[src/rtl/strm_pkg.sv]
// Shared types and constants for the streaming read arbiter.
package strm_pkg;

  localparam int unsigned ID_W   = 16;
  localparam int unsigned ADDR_W = 64;
  localparam int unsigned LEN_W  = 8;
  localparam int unsigned DATA_W = 512;

  localparam logic [2:0] ARSIZE_64B = 3'b110;

  typedef enum logic {
    IDLE  = 1'b0,
    ISSUE = 1'b1
  } arb_state_e;

  typedef struct packed {
    logic [ID_W-1:0]   id;
    logic [ADDR_W-1:0] addr;
    logic [LEN_W-1:0]  len;
  } ar_req_t;

endpackage

[src/rtl/strm_rr_pick.sv]
// Round-robin picker: first eligible index at or after ptr, wrapping modulo N.
module strm_rr_pick #(
  parameter int unsigned N  = 4,
  parameter int unsigned IW = 2
) (
  input  logic [N-1:0]  elig,
  input  logic [IW-1:0] ptr,
  output logic [IW-1:0] grant,
  output logic          found
);

  // Scan from the farthest offset down so the nearest eligible index wins.
  always_comb begin : pick
    int unsigned idx;
    grant = '0;
    found = 1'b0;
    idx   = 0;
    for (int unsigned k = 0; k < N; k++) begin
      idx = (32'(ptr) + (N - 1 - k)) % N;
      if (elig[IW'(idx)]) begin
        grant = IW'(idx);
        found = 1'b1;
      end
    end
  end

endmodule

[src/rtl/strm_rd_arb.sv]
// Multi-requester AXI read arbiter: round-robin AR issue, per-ID outstanding limit, R routing by ID.
// Optional statistics counters are enabled with STRM_RD_ARB_STATS_EN.
module strm_rd_arb
  import strm_pkg::*;
#(
  parameter int unsigned NUM_REQ = 4,
  parameter int unsigned MAX_OUT = 8
) (
  input  logic                      clk,
  input  logic                      rst,
  input  logic [NUM_REQ-1:0]        req_arvalid,
  input  logic [NUM_REQ*ADDR_W-1:0] req_araddr,
  input  logic [NUM_REQ*LEN_W-1:0]  req_arlen,
  output logic [NUM_REQ-1:0]        req_arready,
  output logic [ID_W-1:0]           m_arid,
  output logic [ADDR_W-1:0]         m_araddr,
  output logic [LEN_W-1:0]          m_arlen,
  output logic [2:0]                m_arsize,
  output logic                      m_arvalid,
  input  logic                      m_arready,
  input  logic [ID_W-1:0]           m_rid,
  input  logic [DATA_W-1:0]         m_rdata,
  input  logic                      m_rlast,
  input  logic                      m_rvalid,
  output logic                      m_rready,
  output logic [NUM_REQ-1:0]        req_rvalid,
  output logic [DATA_W-1:0]         req_rdata,
  output logic                      req_rlast,
  input  logic [NUM_REQ-1:0]        req_rready,
  output logic                      err_rid
`ifdef STRM_RD_ARB_STATS_EN
  ,
  output logic [NUM_REQ*32-1:0]     grant_cnt,
  output logic [63:0]               busy_cycles
`endif
);

  localparam int unsigned IW = $clog2(NUM_REQ);
  localparam int unsigned CW = 8;

  arb_state_e         state;
  logic [IW-1:0]      rr_ptr;
  ar_req_t            ar_q;
  logic [CW-1:0]      out_cnt [NUM_REQ];
  logic [NUM_REQ-1:0] elig;
  logic [NUM_REQ-1:0] ar_inc;
  logic [NUM_REQ-1:0] r_dec;
  logic [IW-1:0]      pick_idx;
  logic               pick_found;
  logic               ar_hs;
  logic               rid_ok;
  logic               r_done;
  logic [IW-1:0]      rid_idx;

  assign ar_hs    = m_arvalid && m_arready;
  assign rid_ok   = 32'(m_rid) < NUM_REQ;
  assign rid_idx  = m_rid[IW-1:0];
  assign r_done   = m_rvalid && m_rready && m_rlast && rid_ok;
  assign m_arid   = ar_q.id;
  assign m_araddr = ar_q.addr;
  assign m_arlen  = ar_q.len;
  assign m_arsize = ARSIZE_64B;

  strm_rr_pick #(.N(NUM_REQ), .IW(IW)) u_pick (
    .elig  (elig),
    .ptr   (rr_ptr),
    .grant (pick_idx),
    .found (pick_found)
  );

  // Per-requester eligibility and outstanding burst accounting.
  for (genvar g = 0; g < NUM_REQ; g++) begin : g_req
    assign elig[g]   = req_arvalid[g] && (32'(out_cnt[g]) < MAX_OUT);
    assign ar_inc[g] = ar_hs && (ar_q.id == ID_W'(g));
    assign r_dec[g]  = r_done && (rid_idx == IW'(g));

    always_ff @(posedge clk or posedge rst) begin
      if (rst) begin
        out_cnt[g] <= '0;
      end else if (ar_inc[g] && !r_dec[g] && (out_cnt[g] != '1)) begin
        out_cnt[g] <= out_cnt[g] + CW'(1);
      end else if (r_dec[g] && !ar_inc[g] && (out_cnt[g] != '0)) begin
        out_cnt[g] <= out_cnt[g] - CW'(1);
      end
    end
  end

  // AR issue FSM; a handshake cycle never overlaps a new selection.
  always_ff @(posedge clk or posedge rst) begin
    if (rst) begin
      state       <= IDLE;
      rr_ptr      <= '0;
      ar_q        <= '0;
      m_arvalid   <= 1'b0;
      req_arready <= '0;
    end else begin
      req_arready <= '0;
      case (state)
        IDLE: begin
          if (pick_found) begin
            req_arready[pick_idx] <= 1'b1;
            ar_q.id   <= ID_W'(pick_idx);
            ar_q.addr <= req_araddr[32'(pick_idx)*ADDR_W +: ADDR_W];
            ar_q.len  <= req_arlen[32'(pick_idx)*LEN_W +: LEN_W];
            m_arvalid <= 1'b1;
            state     <= ISSUE;
          end
        end
        ISSUE: begin
          if (m_arready) begin
            m_arvalid <= 1'b0;
            rr_ptr    <= IW'((32'(ar_q.id) + 32'd1) % NUM_REQ);
            state     <= IDLE;
          end
        end
        default: state <= IDLE;
      endcase
    end
  end

  // R routing by ID; unknown IDs are accepted and dropped.
  always_comb begin
    req_rvalid = '0;
    m_rready   = 1'b1;
    req_rdata  = m_rdata;
    req_rlast  = m_rlast;
    if (rid_ok) begin
      req_rvalid[rid_idx] = m_rvalid;
      m_rready            = req_rready[rid_idx];
    end
  end

  always_ff @(posedge clk or posedge rst) begin
    if (rst) begin
      err_rid <= 1'b0;
    end else if (m_rvalid && !rid_ok) begin
      err_rid <= 1'b1;
    end
  end

`ifdef STRM_RD_ARB_STATS_EN
  logic [NUM_REQ-1:0] busy_vec;
  logic [31:0]        gcnt [NUM_REQ];

  for (genvar g = 0; g < NUM_REQ; g++) begin : g_stat
    assign busy_vec[g]          = out_cnt[g] != '0;
    assign grant_cnt[g*32 +: 32] = gcnt[g];

    always_ff @(posedge clk or posedge rst) begin
      if (rst) begin
        gcnt[g] <= '0;
      end else if (ar_inc[g] && (gcnt[g] != '1)) begin
        gcnt[g] <= gcnt[g] + 32'd1;
      end
    end
  end

  always_ff @(posedge clk or posedge rst) begin
    if (rst) begin
      busy_cycles <= '0;
    end else if (|busy_vec) begin
      busy_cycles <= busy_cycles + 64'd1;
    end
  end
`endif

endmodule

[config.mk]
export PLATFORM = sky130hd
export DESIGN_NAME = strm_rd_arb
export DESIGN_NICKNAME = d
export VERILOG_FILES = /design/src/rtl/strm_pkg.sv /design/src/rtl/strm_rr_pick.sv /design/src/rtl/strm_rd_arb.sv
export SDC_FILE = /design/constraint.sdc
export NUM_CORES = 1
export LEC_CHECK = 0
export BUFFER_PORTS_ARGS = -buffer_cell sky130_fd_sc_hd__clkbuf_2
export CAP_MARGIN = 20
export CORE_AREA = 2 2 566 568
export DETAILED_ROUTE_END_ITERATION = 8
export DIE_AREA = 0 0 568 570
export SLEW_MARGIN = 0
export SYNTH_ARGS = -nofsm -noshare
export SYNTH_HDL_FRONTEND = slang
export SYNTH_SLANG_ARGS = --single-unit
export TNS_END_PERCENT = 10
[constraint.sdc]
create_clock -name clk -period 3.6 [get_ports clk]
set_clock_uncertainty 0.05 [all_clocks]
set_input_delay 0 -clock clk [delete_from_list [all_inputs] [get_ports clk]]
set_output_delay 0 -clock clk [all_outputs]
set_load 0.05 [all_outputs]
; Yosys cells after proc, flatten, opt, wreduce, memory -nomap -nowiden
; Index checks and enable logic that the tools add are counted.
[word_totals]
register_bits = 115
out_inout_bits = 615
[classes]
addsub = 12
order_cmp = 13
eq_ne = 12
shifts = 2
mux = 40
n_bitwise = 2
reduce_logical = 57
[ops]
columns = cell, count
row1 = $shiftx A256 B9 Y64, 1
row2 = $mux W8, 8
row3 = $logic_and A1 B1 Y1, 35
row4 = $add A8 B1 Y8 const B, 4
row5 = $lt A8 B4 Y1 const B, 4
row6 = $ne A8 B8 Y1 const B, 4
row7 = $reduce_bool A8 Y1, 4
row8 = $shiftx A32 B6 Y8, 1
row9 = $sub A8 B1 Y8 const B, 4
row10 = $lt A2 B3 Y1 const B, 6
row11 = $logic_not A16 Y1, 1
row12 = $lt A16 B3 Y1 const B, 1
row13 = $mux W1, 16
row14 = $mux W4, 3
row15 = $bmux W1 S2, 5
row16 = $logic_not A1 Y1, 9
row17 = $eq A2 B2 Y1 const B, 4
row18 = $mux W2, 4
row19 = $reduce_bool A2 Y1, 4
row20 = $reduce_and A2 Y1, 3
row21 = $add A2 B1 Y2 const B, 2
row22 = $add A2 B2 Y2 const B, 2
row23 = $and A4 B4 Y4, 1
row24 = $demux W1 S2, 2
row25 = 6 further kinds, 10

; Longest topological paths before layout
; Gate-level depths: netlist of the first run.
[depth]
depth_word = 14
mapped_depth = 12
depth_no_buf = 12

; Modules after synthesis
; Synthesis of the first run repeated with hierarchy kept, for this count alone.
[unflattened]
hier_cells = 1310
hier_area_um2 = 11975.2
[modules_own_cells]
columns = module, instances, cells_each, area_each_um2, seq_area_each_um2
row1 = strm_rd_arb, 1, 1297, 11897.7, 2877.8
row2 = strm_rr_pick, 1, 13, 77.6, 0.0

; Worst setup path after synthesis of the first run
; Ideal clock, no wire load.
[synth_timing]
path_type = reg-to-reg
start = reg ar_q, in the netlist m_arid[0]
end = reg out_cnt[31] (netlist name)
setup_time_ns = 0.079
arrival_ns = 2.855
t_required_ns = 3.471
setup_slack_ns = 0.615
path_stages_with_launch = 13
n_path_buf = 0
period_less_slack_ns = 2.985
path_cell_list = dfrtp_1 > inv_1 > ha_1 > and3_1 > o21ai_0 > a21o_1 > ha_1 > a21oi_1 > nor2b_1 > o31a_1 > o41ai_1 > mux2i_1 > xor2_1
[synth_between]
elab_chain_len = 6
[synth_lines]
columns = item, line
row1 = start: declaration, strm_rd_arb.sv:43  ; ar_req_t ar_q;
row2 = $logic_not A16 Y1 (*), strm_rd_arb.sv:74  ; assign ar_inc[g] = ar_hs && (ar_q.id == ID_W'(g));
row3 = $logic_and A1 B1 Y1 (*), strm_rd_arb.sv:74
row4 = $logic_not A1 Y1, strm_rd_arb.sv:82  ; end else if (r_dec[g] && !ar_inc[g] && (out_cnt[g] != '0)) begin
row5 = $logic_and A1 B1 Y1 (2 in series), strm_rd_arb.sv:82
row6 = $reduce_bool A2 Y1 (no source line), n/a
row7 = end signal: indexed assignment, strm_rd_arb.sv:81  ; out_cnt[g] <= out_cnt[g] + CW'(1);
row8 = end signal: indexed assignment, strm_rd_arb.sv:83  ; out_cnt[g] <= out_cnt[g] - CW'(1);
row9 = end: declaration, strm_rd_arb.sv:44  ; logic [CW-1:0] out_cnt [NUM_REQ];
; Mark *: on every way between the ends. The rest lies on a longest branch, timed or not.
; A chain may end at the register's enable or synchronous reset.

; Worst setup path after layout of the first run
[layout_timing]
start = reg out_cnt[19] (netlist name)
end = reg ar_q, in the netlist m_araddr[27]
[layout_between]
elab_chain_len = 9
[layout_lines]
columns = item, line
row1 = $lt A8 B4 Y1 (*), strm_rd_arb.sv:73  ; assign elig[g] = req_arvalid[g] && (32'(out_cnt[g]) < MAX_OUT);
row2 = $logic_and A1 B1 Y1 (*), strm_rd_arb.sv:73
row3 = $bmux W1 S2, strm_rr_pick.sv:20  ; if (elig[IW'(idx)]) begin
row4 = $mux W1 (implied by the code), strm_rr_pick.sv:20
row5 = $mux W2 / $mux W1 (equally long branches) (4 in series), strm_rr_pick.sv:20
row6 = $shiftx A256 B9 Y64 / $reduce_and A2 Y1 (equally long branches), n/a
; Mark *: on every way between the ends. The rest lies on a longest branch, timed or not. The select of a mux whose other input is x is not followed.

==> results of run 1 <==
kinds of logic after synthesis:
kind of cell	Yosys count	share of synthesized area [%]
XOR/XNOR	28	2.032
other	2	0.06223
adder cells (fa/ha/maj)	32	3.566
buffers and inverters	627	36.36
multiplexers	45	4.085
flip-flops	115	23.84
AO/OA/AOI/OAI	320	19.92
AND/OR/NAND/NOR	221	10.14
sequential cells by signal (all words and copies together) (netlist names):
register,flops
m_araddr,64
out_cnt,32
m_arlen,8
req_arready,4
m_arid,2
rr_ptr,2
err_rid,1
m_arvalid,1
state,1
cell usage after synthesis, drive strengths merged, types with 6 or more instances:
| library cell | count |
|---|---|
| buf | 556 |
| dfrtp | 115 |
| nor2 | 71 |
| clkbuf | 60 |
| a32oi | 55 |
| o21ai | 46 |
| o31a | 42 |
| a31oi | 40 |
| and4 | 38 |
| nand2 | 33 |
| a21oi | 32 |
| nand4 | 32 |
| ha | 28 |
| mux2 | 24 |
| mux2i | 20 |
| a221o | 19 |
| o22a | 19 |
| o31ai | 19 |
| xnor2 | 19 |
| o221ai | 15 |
| nor3 | 13 |
| inv | 11 |
| xor2 | 9 |
| a21o | 8 |
| nand3 | 6 |
stage by stage:
step | hold slack [ns] | instance area [um^2] | instances
3_3_place_gp | -0.04948 | 15700 | 5432
4_1_cts | 0.0004433 | 24310 | 6255
6_report | 0.06586 | 24580 | 6360
5_1_grt | 0.02452 | 24480 | 6319
2_1_floorplan | 0.06694 | 12130 | 1405
3_5_place_dp | -0.04948 | 15700 | 5432
metal layers:
metal	track usage [%]	vias to the layer above
li1	-	5977
met1	15.82	7201
met2	21.03	2016
met3	8.360	814
met4	5.943	182
met5	0	-
critical path: stages (launching register included):
cell and delay, ns:
dfrtp_1 0.41, or4_1 0.56, nor2_1 0.36, a31oi_4 0.40, buf_4 0.34, o31ai_1 0.45
a21oi_1 0.13, dlygate4sd3_1 0.57, o22a_1 0.16
repair_timing:
item                       in CTS  in global routing
hold endpoints to repair      656                  1
hold buffers                  792                  1
resized for setup               0                  1
setup endpoints to repair       0                 19
final cells by class:
cell class              count  area, um^2
well taps                4180        5230
clock inverters             1       7.507
flip-flops and latches    115        2878
repair buffers           1256       10500
inverters                  11       48.80
multi-input cells         663        4990
fillers                 36918      292700
diodes                    104       260.3
clock buffers              30       674.4
report_power, final:
part / leakage, nW / internal, mW / switching [mW]
combinational: 7.01 / 3.62 / 8.95
clock: 0.333 / 1.30 / 1.02
sequential: 1.35 / 1.93 / 0.728
total: 8.70 / 6.86 / 10.7
worst min path at each step:
| stage | startpoint | endpoint | slack (ns) | cells after the start |
|---|---|---|---|---|
| 6_report | m_rid[0] | out_cnt[23] | 0.07 | 5 |
| 5_1_grt | req_araddr[103] | m_araddr[39] | 0.02 | 3 |
| 4_1_cts | req_araddr[39] | m_araddr[39] | 0.0004 | 3 |
| 3_5_place_dp | m_rdata[502] | req_rdata[502] | -0.05 | 0 |
| 3_3_place_gp | m_rdata[502] | req_rdata[502] | -0.05 | 0 |
| 2_1_floorplan | m_rvalid | err_rid | 0.07 | 1 |
==> results.yml, run 1 <==
status:
  status: "completed"
critical_path:
  crit_path_start_kind: "flip-flop"
  r2r_cells: 8
  rr_startpoint: "out_cnt[19]"
  arrival_ns: 3.95
  crit_type: "reg -> reg"
  reg2reg_slack_ns: 0.002
  worstSetupEndpointType: "flip-flop"
  crit_fanout: 13
  critical_path_required_ns: 3.96
  worstReg2RegEnd: "m_araddr[27]"
  endpoint: "m_araddr[27]"
  cp-startpoint: "out_cnt[19]"
clock_network:
  root_buffer: "clkbuf_16"
  cts_tree: "built"
  htree_levels: 4
  clock_path_buffers: 3
  cts_buffers: 25
  insertion_delay_ns: 0.55
  cts_sinks: 115
  clk_pin_slew_ns: 0.07
  post-cts-setup-buffers: 0
drt:
  finalWirelength_um: 237200
  wl_met1_um: 91130
  route.detailed.wl_per_inst_um: 37.29
  wl_met2_um: 99050
  firstDrtPassIters: 5
  dr_total_vias: 16190
  drtIter0Drc: 979
  top_layer: "met5"
  remaining_drc_errors: 0
  detail_route.vias_per_cell: 2.546
  postRouteAntennaNets: 0
  met3_length_um: 33540
grt:
  grt_pass1_vias: 14718
  grt_max_degree: 59
  grt_pass1_wl_um: 267200
  grt_usage_pct: 13.98
  antenna_found_initial: 404
  gr-total-overflow: 0
floorplanning:
  initial_core_util_pct: 3.804
  die_y_um: 570
  die_area_um2: 323800
  fp.dieW_um: 568
  row_count: 207
  core-area_um2: 317300
  ios: 1444
final_layout:
  nets: 2933
  final_cell_mix: "dlygate4sd3_1, clkbuf_2, dfrtp_1"
  layout_commonest_cell: "dlygate4sd3_1"
  syn_to_final_growth_pct: 103.7
  drive_gt1_share_pct: 26.06
  final_core_util_pct: 7.748
yosys:
  synthDistinctLibCells: 57
  ys_top_cells_by_area: "buf_4, dfrtp_1, a32oi_1, o31a_1, ha_1"
  ys_seq_area_share_pct: 23.84
  synth_largest_area_cell: "buf_4"
  synth_edf_count: 0
  syn_area_per_cell_um2: 8.683
  async_reset_ff_share_pct: 100.0
  ys.flop_type: "dfrtp_1"
  ys_seq_elements: 115
  synth_area_um2: 12070
  synth_top_area_share_pct: 33.03
  yosys_warnings: 0
  synth_cells: 1390
power_and_ir_drop:
  p_leak_nw: 8.701
  powerDensity_nw_per_um2: 714.3
  ir_drop_uv: 462.8
  power_mw: 17.56
timing:
  tightest_slew_ns: 0.9723
  period_share_pct: 99.95
  fin_ws_ns: 0.001720
  maxSlewHeadroom_pct: 34.97
  layout_min_cycle_time_ns: 3.598
  fmax_mhz: 277.9
  setup_tns_ns: 0
  finalHoldViolations: 0
  setup_violations: 0
  slew_violations: 0
place:
  gp_congestion: 0.8161
  hpwl_um: 214500
  preCtsSetupSlack_ns: 0.08513
  port-buffer-count: 402
run:
  maxCapViolCount: 0
worst_hold_path:
  hold_class: "in -> reg"
(Power assumes the default switching activity.)
==> inputs of run 2 (changes only) <==
- CELL_PAD_IN_SITES_DETAIL_PLACEMENT: not set -> 0
- CELL_PAD_IN_SITES_GLOBAL_PLACEMENT: not set -> 1
- CORE_AREA: 2 2 566 568 -> 2 2 568 570
- DIE_AREA: 0 0 568 570 -> 0 0 570 572
- PLACE_DENSITY_LB_ADDON: not set -> 0.1
==> results.yml, run 2 (synthesis results as in run 1) <==
status:
  status: "completed"
floorplanning:
  core-area_um2: 319800
  fp.dieW_um: 570
  die_y_um: 572
  die_area_um2: 326000
  initial_core_util_pct: 3.773
  row_count: 208
  ios: 1444
final_layout:
  num-fill-cells: 37305
  regArea_um2: 2878
  syn_to_final_growth_pct: 106.3
  fin_area_um2: 24900
  nets: 2965
  largest_register_ffs: 64
  multi_input_area_um2: 4986
  layout_commonest_cell: "dlygate4sd3_1"
  drive_gt1_share_pct: 27.01
  final_cell_mix: "dlygate4sd3_1, clkbuf_2, dfrtp_1"
timing:
  tightest_slew_ns: 0.8385
  layout_min_cycle_time_ns: 3.410
  maxSlewHeadroom_pct: 43.92
  finalHoldViolations: 0
  setup_tns_ns: 0
  setup_violations: 0
  rsz0062_at_grt: "no"
  fmax_mhz: 293.3
  slew_violations: 0
  whs_ns: 0.02883
  period_share_pct: 94.72
drt:
  finalWirelength_um: 134700
  remaining_drc_errors: 0
  detail_route.vias_per_cell: 2.194
  firstDrtPassIters: 4
  route.detailed.wl_per_inst_um: 21.15
  postRouteAntennaNets: 0
  dr_total_vias: 13976
  drtIter0Drc: 463
clock_network:
  clock_path_buffers: 3
  insertion_delay_ns: 0.57
  clk_pin_slew_ns: 0.08
  cts_tree: "built"
  cts_sinks: 115
  htree_levels: 4
  root_buffer: "clkbuf_16"
  cts_buffers: 21
power_and_ir_drop:
  ir_drop_uv: 259.5
  p_leak_nw: 8.955
  powerDensity_nw_per_um2: 671.0
  power_mw: 16.71
critical_path:
  critical_path_required_ns: 3.98
  crit_path_top_delay_cell: "dlygate4sd3_1"
  cp-startpoint: "out_cnt[19]"
  arrival_ns: 3.79
  worstSetupEndpointType: "flip-flop"
  cpPeakStageDelay_ns: 0.61
  crit_type: "reg -> reg"
  cp_cell_sequence: "or4_1 -> or3b_4 -> a311oi_2 -> or2_4 -> buf_12 -> a21oi_1 -> dlygate4sd3_1 -> o22a_1"
  crit_path_start_kind: "flip-flop"
  rr_startpoint: "out_cnt[19]"
  crit_fanout: 23
place:
  port-buffer-count: 402
  dpl-instance-area_um2: 16060
  hpwl_um: 108500
  gp_congestion: 0.6549
grt:
  gr-total-overflow: 0
  grt_pass1_vias: 14787
  grt_max_degree: 46
  grt_pass1_wl_um: 163300
  antenna_found_initial: 136
  grt_usage_pct: 7.770
run:
  maxCapViolCount: 0
worst_hold_path:
  hold_class: "in -> reg"
  min-delay-start: "req_araddr[117]"
## run 2: changes by cell type in the layout (fill, tap and decap cells not counted)
cell           change
diode_2           -48
a21oi_2            -1
clkinv_2           +2
buf_16             +1
bufinv_16          +2
clkinvlp_4         +1
a21oi_1            +1
buf_12             +9
buf_4             +19
clkbuf_1           +1
dlygate4sd3_1      +6
clkbuf_16          -3
## run 2: what timing repair did
action,CTS,global route
endpoints found under the setup margin,0,20
hold buffers,799,0
setup buffers,0,1
gates resized for setup,0,2
hold endpoints to repair,671,0
## run 2: where the power goes
group	total [mW]	internal, mW	switching (mW)
registers	2.52	1.94	0.582
logic	11.9	3.94	7.92
clock network	2.33	1.28	1.05
total	16.7	7.15	9.56
## run 2: path summary, 6_finish.rpt
kind	endpoint	slack (ns)	cells after the start
max in group asynchronous	m_araddr[47]	2.01	5
hold / removal	m_araddr[53]	0.03	3
min in group asynchronous	m_araddr[13]	0.54	4
hold reg to reg	m_araddr[9]	0.45	2
setup / recovery	m_arlen[1]	0.19	8
setup reg to reg	m_arlen[1]	0.19	8
## run 2: area by class of cell
class	count	share of cell area [%]
repair buffers	1292	43.90
well taps	4200	21.10
multi-input cells	663	20.02
flip-flops and latches	115	11.56
clock buffers	27	2.321
diodes	56	0.5628
clock inverters	6	0.3417
inverters	11	0.1960
## run 2: metrics by stage
step / cells / setup slack [ns] / utilization (%)
global route: 6348 / 0.04241 / 7.768
detailed placement: 5480 / 0.03157 / 5.021
floorplan: 1405 / 0.5059 / -
finish: 6370 / 0.1901 / 7.785
global placement: 5480 / 0.01925 / 5.021
CTS: 6312 / 0.009008 / 7.728
## run 2: critical path: cells and delay by family, from the launching register on
kind	cells	cell delay [ns]
and+or+nand+nor	3	1.30
buffers and inverters	2	0.81
AOI/OAI and AO/OA	3	0.65
DFF	1	0.42
## run 2: routing by layer
| metal | wire [um] | up-vias | share of wire (%) | GRT usage (%) |
|---|---|---|---|---|
| li1 | - | 5974 | - | - |
| met1 | 49530 | 6574 | 37 | 8.194 |
| met2 | 69910 | 1055 | 52 | 14.40 |
| met3 | 9451 | 293 | 7.0 | 2.233 |
| met4 | 5233 | 80 | 3.9 | 3.033 |
| met5 | 605 | - | 0.45 | 0.1911 |
==> inputs of run 3 (changes only) <==
- CORE_AREA: 2 2 568 570 -> 2 2 560 562
- DIE_AREA: 0 0 570 572 -> 0 0 562 564
- clock period: 3.6 -> 4 ns (I/O delays scaled with it)
==> results.yml, run 3 (synthesis results as in run 1) <==
status:
  status: "completed"
critical_path:
  arrival_ns: 4.25
  rr_startpoint: "out_cnt[19]"
  cp-startpoint: "out_cnt[19]"
  crit_fanout: 37
  crit_path_start_kind: "flip-flop"
  worstReg2RegEnd: "m_araddr[53]"
  critical_path_required_ns: 4.38
  reg2reg_slack_ns: 0.13
  worstSetupEndpointType: "flip-flop"
  r2r_cells: 8
  crit_type: "reg -> reg"
worst_hold_path:
  whs_path_depth: 4
  min-delay-start: "req_arlen[23]"
  hold_class: "in -> reg"
  hold_end: "m_arlen[7]"
run:
  maxCapViolCount: 0
floorplanning:
  ios: 1444
  fp.dieW_um: 562
  core-area_um2: 310900
  initial_core_util_pct: 3.882
  die_area_um2: 317000
  die_y_um: 564
  row_count: 205
final_layout:
  final_core_util_pct: 7.893
  drive_gt1_share_pct: 25.65
  largest_register_ffs: 64
  syn_to_final_growth_pct: 103.3
  fin_area_um2: 24540
  final_cell_mix: "dlygate4sd3_1, clkbuf_2, dfrtp_1"
  num-fill-cells: 36478
  multi_input_area_um2: 4986
  layout_commonest_cell: "dlygate4sd3_1"
  nets: 2921
  regArea_um2: 2878
drt:
  postRouteAntennaNets: 0
  detail_route.vias_per_cell: 2.275
  dr_total_vias: 14303
  remaining_drc_errors: 0
  finalWirelength_um: 137600
  firstDrtPassIters: 5
  drtIter0Drc: 604
  route.detailed.wl_per_inst_um: 21.88
power_and_ir_drop:
  ir_drop_uv: 379.8
  p_leak_nw: 8.595
  powerDensity_nw_per_um2: 634.1
timing:
  whs_ns: 0.03453
  setup_violations: 0
  slew_violations: 0
  tightest_slew_ns: 0.9721
  setup_tns_ns: 0
  fmax_mhz: 258.6
  layout_min_cycle_time_ns: 3.868
  rsz0062_at_grt: "no"
  maxSlewHeadroom_pct: 35.19
  period_share_pct: 96.69
  finalHoldViolations: 0
grt:
  grt_usage_pct: 8.190
  antenna_found_initial: 153
  gr-total-overflow: 0
  grt_pass1_wl_um: 167100
  grt_pass1_vias: 14907
  grt_max_degree: 68
place:
  port-buffer-count: 402
  dpl-instance-area_um2: 15670
  gp_congestion: 0.6864
  hpwl_um: 109100
clock_network:
  clk_pin_slew_ns: 0.07
  cts_resized: 0
  cts_sinks: 115
  root_buffer: "clkbuf_16"
  clock_path_buffers: 3
  htree_levels: 4
  cts_buffers: 21
  cts_tree: "built"
  insertion_delay_ns: 0.56
## run 3: cell count changes in the layout (fill, tap and decap cells not counted)
| cell | previous run | this run |
|---|---|---|
| or3b_4 | 1 | 0 |
| or3b_1 | 0 | 1 |
| buf_4 | 73 | 33 |
| clkbuf_16 | 22 | 21 |
| bufinv_16 | 2 | 3 |
| nand2_1 | 32 | 31 |
| clkinv_4 | 0 | 1 |
| diode_2 | 56 | 77 |
| clkbuf_1 | 3 | 1 |
| dlygate4sd3_1 | 799 | 797 |
| nand2_2 | 0 | 1 |
| buf_16 | 1 | 0 |
## run 3: per-layer routing
metal / part of all wire [%] / global-route usage (%) / vias to the layer above / routed length (um)
met2: 51 / 15.05 / 1198 / 70610
met3: 9.2 / 3.145 / 332 / 12630
met5: 0.31 / 0 / - / 432
met4: 3.9 / 3.212 / 62 / 5309
met1: 35 / 8.275 / 6795 / 48590
li1: - / - / 5916 / -
## run 3: power by group
group	internal, mW	switching (mW)
registers	1.74	0.580
logic	3.93	7.15
clock network	1.21	0.944
## run 3: worst max path at each step
| stage | end | slack [ns] | cells past startpoint |
|---|---|---|---|
| final | m_araddr[53] | 0.13 | 8 |
| after global routing | m_araddr[53] | 0.03 | 8 |
| after CTS | m_araddr[44] | 0.09 | 8 |
| after detailed placement | m_araddr[44] | 0.10 | 8 |
| after global placement | m_araddr[44] | 0.10 | 8 |
| after floorplan | err_rid | 0.91 | 1 |
## run 3: area by class of cell
class                   count  area share, %
diodes                     77         0.7853
clock buffers              25          2.325
clock inverters             8         0.5048
inverters                  11         0.1989
multi-input cells         663          20.32
flip-flops and latches    115          11.73
well taps                4140          21.11
repair buffers           1248          43.03
## run 3: timing repair
item | in CTS | in global routing
endpoints found under the setup margin | 0 | 0
hold endpoints to repair | 651 | 5
hold buffers | 795 | 2
buffers inserted | 0 | 0
## run 3: critical path, stage by stage, from the launching register on
cell	delay, ns
dfrtp_1	0.42
or4_1	0.57
or3b_1	0.60
and3_4	0.44
buf_12	0.32
o31ai_1	0.22
a21oi_1	0.15
dlygate4sd3_1	0.64
o22a_1	0.18
## run 3: per-stage QoR
| stage | power [mW] | setup slack [ns] | instances |
|---|---|---|---|
| final | 15.56 | 0.1323 | 6287 |
| after global placement | 11.24 | 0.1039 | 5380 |
| after global routing | 16.77 | 0.03465 | 6241 |
| after floorplan | 8.448 | 0.9059 | 1405 |
| after detailed placement | 11.16 | 0.1040 | 5380 |
| after CTS | 16.28 | 0.09135 | 6208 |
